--- config.mk ---
export PLATFORM = sky130hd
export DESIGN_NAME = key_scanner
export DESIGN_NICKNAME = d
export VERILOG_FILES = /design/src/rtl/key_scanner.sv
export SDC_FILE = /design/constraint.sdc
export NUM_CORES = 1
export LEC_CHECK = 0
export ABC_AREA = 1
export BUFFER_PORTS_ARGS = -buffer_cell sky130_fd_sc_hd__buf_2
export CORE_MARGIN = 5
export CORE_UTILIZATION = 35
export CTS_CLUSTER_SIZE = 8
export DETAILED_ROUTE_END_ITERATION = 8
export PLACE_DENSITY = 0.56
export SLEW_MARGIN = 5
export SYNTH_ARGS = -nofsm -noshare
export SYNTH_HDL_FRONTEND = slang
export SYNTH_SLANG_ARGS = --single-unit
--- constraint.sdc ---
create_clock -name clk190hz -period 11.49 [get_ports clk190hz]
set_input_delay 1.7235 -clock clk190hz [delete_from_list [all_inputs] [get_ports clk190hz]]
set_output_delay 1.7235 -clock clk190hz [all_outputs]
set_load 0.01 [all_outputs]
--- src/rtl/key_scanner.sv ---
// key_scanner: 4x4 matrix keypad scanner with whole-scan debouncing.
// Strobes one row per clock, gathers a full four-row scan, classifies it as
// none / single key / multiple keys, and debounces presses and releases
// over DEBOUNCE_SCANS consecutive scans before pulsing key_valid / key_release.
module key_scanner #(
    parameter int DEBOUNCE_SCANS = 3,
    parameter bit ACTIVE_LOW     = 1'b0
) (
    input  logic       clk190hz,
    input  logic       rst,
    output logic [3:0] row,
    input  logic [3:0] col,
    output logic [3:0] key_code,
    output logic       key_valid,
    output logic       key_release,
    output logic       key_held
);

    typedef enum logic [1:0] {
        IDLE,
        DEBOUNCE,
        PRESSED,
        RELEASE
    } state_t;

    localparam logic [3:0] DS        = 4'(DEBOUNCE_SCANS);
    localparam logic [3:0] ROW_RESET = ACTIVE_LOW ? 4'b1110 : 4'b0001;

    state_t      state;
    logic [1:0]  scan_idx;
    logic [1:0]  next_idx;
    logic [11:0] scan_acc;
    logic [3:0]  cnt;
    logic [3:0]  cand;
    logic [3:0]  cnt_inc;
    logic [3:0]  col_on;
    logic [3:0]  next_onehot;
    logic [15:0] scan_keys;
    logic [4:0]  key_count;
    logic [3:0]  single_code;
    logic        is_single;
    logic        match;
    logic        scan_end;

    assign col_on      = ACTIVE_LOW ? ~col : col;
    assign next_idx    = scan_idx + 2'd1;
    assign next_onehot = 4'b0001 << next_idx;
    assign scan_end    = (scan_idx == 2'd3);
    assign scan_keys   = {col_on, scan_acc};
    assign cnt_inc     = (cnt < DS) ? cnt + 4'd1 : cnt;

    // Classify the scan that completes on this edge: count keys and remember the code of the last one seen
    always_comb begin
        key_count   = 5'd0;
        single_code = 4'd0;
        for (int i = 0; i < 16; i++) begin
            if (scan_keys[i]) begin
                key_count   = key_count + 5'd1;
                single_code = 4'(i);
            end
        end
        is_single = (key_count == 5'd1);
        match     = is_single && (single_code == cand);
    end

    // Row strobe sequencer and per-row column capture for rows 0..2 (row 3 is used live at scan end)
    always_ff @(posedge clk190hz) begin
        if (rst) begin
            scan_idx <= 2'd0;
            row      <= ROW_RESET;
            scan_acc <= 12'd0;
        end else begin
            scan_idx <= next_idx;
            row      <= ACTIVE_LOW ? ~next_onehot : next_onehot;
            case (scan_idx)
                2'd0:    scan_acc[3:0]  <= col_on;
                2'd1:    scan_acc[7:4]  <= col_on;
                2'd2:    scan_acc[11:8] <= col_on;
                default: scan_acc       <= scan_acc;
            endcase
        end
    end

    // Debounce FSM, stepping once per completed scan, with registered pulses and held level
    always_ff @(posedge clk190hz) begin
        if (rst) begin
            state       <= IDLE;
            cnt         <= 4'd0;
            cand        <= 4'd0;
            key_code    <= 4'd0;
            key_valid   <= 1'b0;
            key_release <= 1'b0;
            key_held    <= 1'b0;
        end else begin
            key_valid   <= 1'b0;
            key_release <= 1'b0;
            if (scan_end) begin
                case (state)
                    IDLE: begin
                        if (is_single) begin
                            cand <= single_code;
                            if (DS == 4'd1) begin
                                state     <= PRESSED;
                                key_code  <= single_code;
                                key_valid <= 1'b1;
                                key_held  <= 1'b1;
                                cnt       <= 4'd0;
                            end else begin
                                state <= DEBOUNCE;
                                cnt   <= 4'd1;
                            end
                        end
                    end
                    DEBOUNCE: begin
                        if (match) begin
                            if (cnt_inc == DS) begin
                                state     <= PRESSED;
                                key_code  <= cand;
                                key_valid <= 1'b1;
                                key_held  <= 1'b1;
                                cnt       <= 4'd0;
                            end else begin
                                cnt <= cnt_inc;
                            end
                        end else begin
                            state <= IDLE;
                            cnt   <= 4'd0;
                        end
                    end
                    PRESSED: begin
                        if (!match) begin
                            if (DS == 4'd1) begin
                                state       <= IDLE;
                                key_release <= 1'b1;
                                key_held    <= 1'b0;
                                cnt         <= 4'd0;
                            end else begin
                                state <= RELEASE;
                                cnt   <= 4'd1;
                            end
                        end
                    end
                    RELEASE: begin
                        if (match) begin
                            state <= PRESSED;
                            cnt   <= 4'd0;
                        end else if (cnt_inc == DS) begin
                            state       <= IDLE;
                            key_release <= 1'b1;
                            key_held    <= 1'b0;
                            cnt         <= 4'd0;
                        end else begin
                            cnt <= cnt_inc;
                        end
                    end
                    default: begin
                        state <= IDLE;
                        cnt   <= 4'd0;
                    end
                endcase
            end
        end
    end

endmodule

==> impl_metrics.csv <==
group,metric,value,unit
setup_path,criticalPathCategory,"reg -> reg",
setup_path,arrival,8.70,ns
clock_network,cts.path.max_buffers,2,
clock_network,hold_buffers,0,
placement,gp_congestion,0.799,
logic_synthesis,synth_cells,523,
clock_network,cts_buffers,5,
logic_synthesis,synth.top_cell.area_share,21.7,%
setup_path,r2r.worst_path.cells,55,
finish,layout.nets,570,
setup_path,crit_path_end_kind,"register",
drt,wl_per_cell,9.90,µm
logic_synthesis,synth_top_area_cell,"dfxtp_1",
clock_network,cts_sinks,35,
timing,slew_headroom,54.3,%
grt,grt_pass1_vias,2917,
floorplanning,coreArea,0.00911,mm²
timing,rsz0062_at_grt,"false",
grt,grt_pass1_wl,12.1,mm
finish,multi_input_area,0.00213,mm²
placement,io_buffers,16,
clock_network,cts_resized,0,
logic_synthesis,ys_types,36,
floorplanning,io_pins,17,
finish,seqCellArea,701,µm²
logic_synthesis,yosys.cell_count.top_type,"nand2_1",
timing,final_max_slew_viol_count,0,
floorplanning,die_w,106,µm
grt,antenna_found_initial,0,
logic_synthesis,yosys-top-cells-area,"dfxtp_1, nand2_1, inv_1",
logic_synthesis,synth_ff_type,"dfxtp_1",
timing,finalCriticalPeriod,8.53,ns
finish,fin_util,38.7,%
outcome,status,"completed",
setup_path,worstSetupStartpointType,"register",
floorplanning,fp.dieArea,0.0112,mm²
clock_network,post_cts_buffers,0,
drt,vias,3013,
setup_path,required,11.66,ns
floorplanning,start_util,35.5,%
power,max-vdd-ir-drop,84.8,µV
grt,overflow,0,
clock_network,clock_tree.root_cell,"clkbuf_8",
drt,postRouteAntennaNets,0,
drt,routed_wirelength,6.48,mm
drt,drtIter0Drc,108,
job,maxCapViolCount,0,
power,p_leak,2.01,nW
clock_network,cts_tree,"built",
drt,dr.pass1.iters,4,
clock_network,clk_latency,0.28,ns
power,pwr_density_cell,133,mW/mm²
timing,finalSetupViolCount,0,
timing,fin_worst_skew,0.00648,ns
logic_synthesis,synth-seq-cells,35,
worst_hold_path,hold_class,"reg -> reg",
finish,synthToLayoutAreaGrowth,9.11,%
logic_synthesis,ys_seq_area_share,21.7,%
worst_hold_path,min_path_cells,2,
floorplanning,row_count,35,
grt,grtUsageTotal,12.4,%
finish,fillers,1021,
logic_synthesis,syn-num-nets,550,
clock_network,htree_levels,2,
setup_path,cpMostUsedCell,"nand2_1",
logic_synthesis,synth_edf_count,0,
setup_path,critical_path.slowest_cell,"dfxtp_1",
logic_synthesis,synthArstFlopShare,0,%
drt,via_per_inst,4.61,
setup_path,cp_slowest_stage_delay,0.36,ns
setup_path,crit_path_max_fanout,5,
timing,tightest_slew,0.685,ns
placement,dp_hpwl,5.36,mm
grt,grt_max_degree,25,
finish,drive_gt1_share,21.2,%
floorplanning,fp.dieH,106,µm
timing,timing.final.crit_share,74.2,%
clock_network,clk_pin_slew_worst_paths,0.07,ns
drt,drt_drc_violations_left,0,
timing,max_freq,117,MHz
finish,diodes,0,
logic_synthesis,syn_area,0.00323,mm²
logic_synthesis,yosysWarnings,0,
logic_synthesis,synth_area_per_cell,6.17,µm²
timing,hold_violations,0,
logic_synthesis,synth_commonest_cells,"nand2_1, inv_1, nand2_2, nand3_1",
setup_path,regToRegSetupSlack,2.96,ns
timing,tns,0,ns
## report_power, final
part	switching [mW]	internal, mW
clock	0.0415	0.0470
sequential	0.00881	0.129
combinational	0.155	0.0872
## cells in the final DEF, fill, tap and decap left out, types with 2 or more instances in the layout
master,Yosys,final
nor2_1,35,35
nor4_1,2,2
nor3_1,3,3
clkbuf_8,0,6
inv_1,91,91
inv_2,13,13
nand4_1,4,4
nand3_2,22,22
nand2_1,127,127
ha_1,21,21
buf_2,0,16
nor2_2,3,3
o21ai_2,2,2
o21ai_0,21,21
nand3b_2,2,2
or2_2,3,3
o21ai_1,8,8
xor2_1,4,4
nand2_2,43,43
nand3b_1,2,2
nand3_1,37,37
a21oi_1,29,29
dfxtp_1,35,35
## flip-flops by register name, summed over array words and instances (netlist names), named ones only
register     flops
key_code         4
cnt              4
state            1
scan_acc        12
cand             4
key_held         1
key_release      1
row              4
scan_idx         2
key_valid        1
## area by class of cell
cell class	instances	area share, %
clock buffer	6	2.34
tap	111	3.94
sequential	35	19.9
inverter	104	11.1
multi-input combinational	381	60.3
timing repair buffer	16	2.27
clock inverter	1	0.142
## kinds of logic (layout without fill, tap and decap cells)
family,after synthesis,after routing,synth area share [%]
AND/OR/NAND/NOR,289,289,45.3
flip-flops,35,35,21.7
adder cells (fa/ha/maj),21,21,8.14
XOR/XNOR,4,4,1.08
buffers and inverters,107,127,12.5
AO/OA/AOI/OAI,67,67,11.3
## critical path: cells and delay by family, from the launching register on
family                   cells  cell delay, ns
adder cells (fa/ha/maj)     14            3.87
AO/OA/AOI/OAI                4            0.70
buffers and inverters        6            0.39
AND/OR/NAND/NOR             31            3.09
flip-flops                   1            0.36
## routing by layer
layer | track usage [%] | vias to the layer above | wire, µm
met5 | 0 | - | 0
met3 | 1.64 | 6 | 139
met4 | 3.05 | 0 | 64
met2 | 21.8 | 30 | 2870
li1 | - | 1676 | -
met1 | 16.0 | 1301 | 3400
## stage by stage
stage | setup WS, ns | cells | hold WS [ns] | cell area, µm² | total power, mW
5_1_grt | 2.21 | 654 | 0.457 | 3520 | 0.521
6_report | 2.96 | 654 | 0.430 | 3520 | 0.468
2_1_floorplan | 3.63 | 523 | 0.408 | 3230 | 0.342
3_5_place_dp | 2.97 | 647 | 0.423 | 3440 | 0.384
4_1_cts | 2.92 | 654 | 0.434 | 3520 | 0.474
3_3_place_gp | 3.17 | 647 | 0.416 | 3440 | 0.377
## path summary, 6_finish.rpt
| path | from | end |
|---|---|---|
| worst max register to register | scan_acc[0]$_SDFFE_PP0N_ | key_code[2]$_SDFFE_PP0P_ |
| worst max-delay path | scan_acc[0]$_SDFFE_PP0N_ | key_code[2]$_SDFFE_PP0P_ |
| worst min-delay path | cnt[3]$_SDFFE_PP0P_ | cnt[3]$_SDFFE_PP0P_ |
| worst min register to register | cnt[3]$_SDFFE_PP0P_ | cnt[3]$_SDFFE_PP0P_ |
Power figures use the tool's default switching activity.
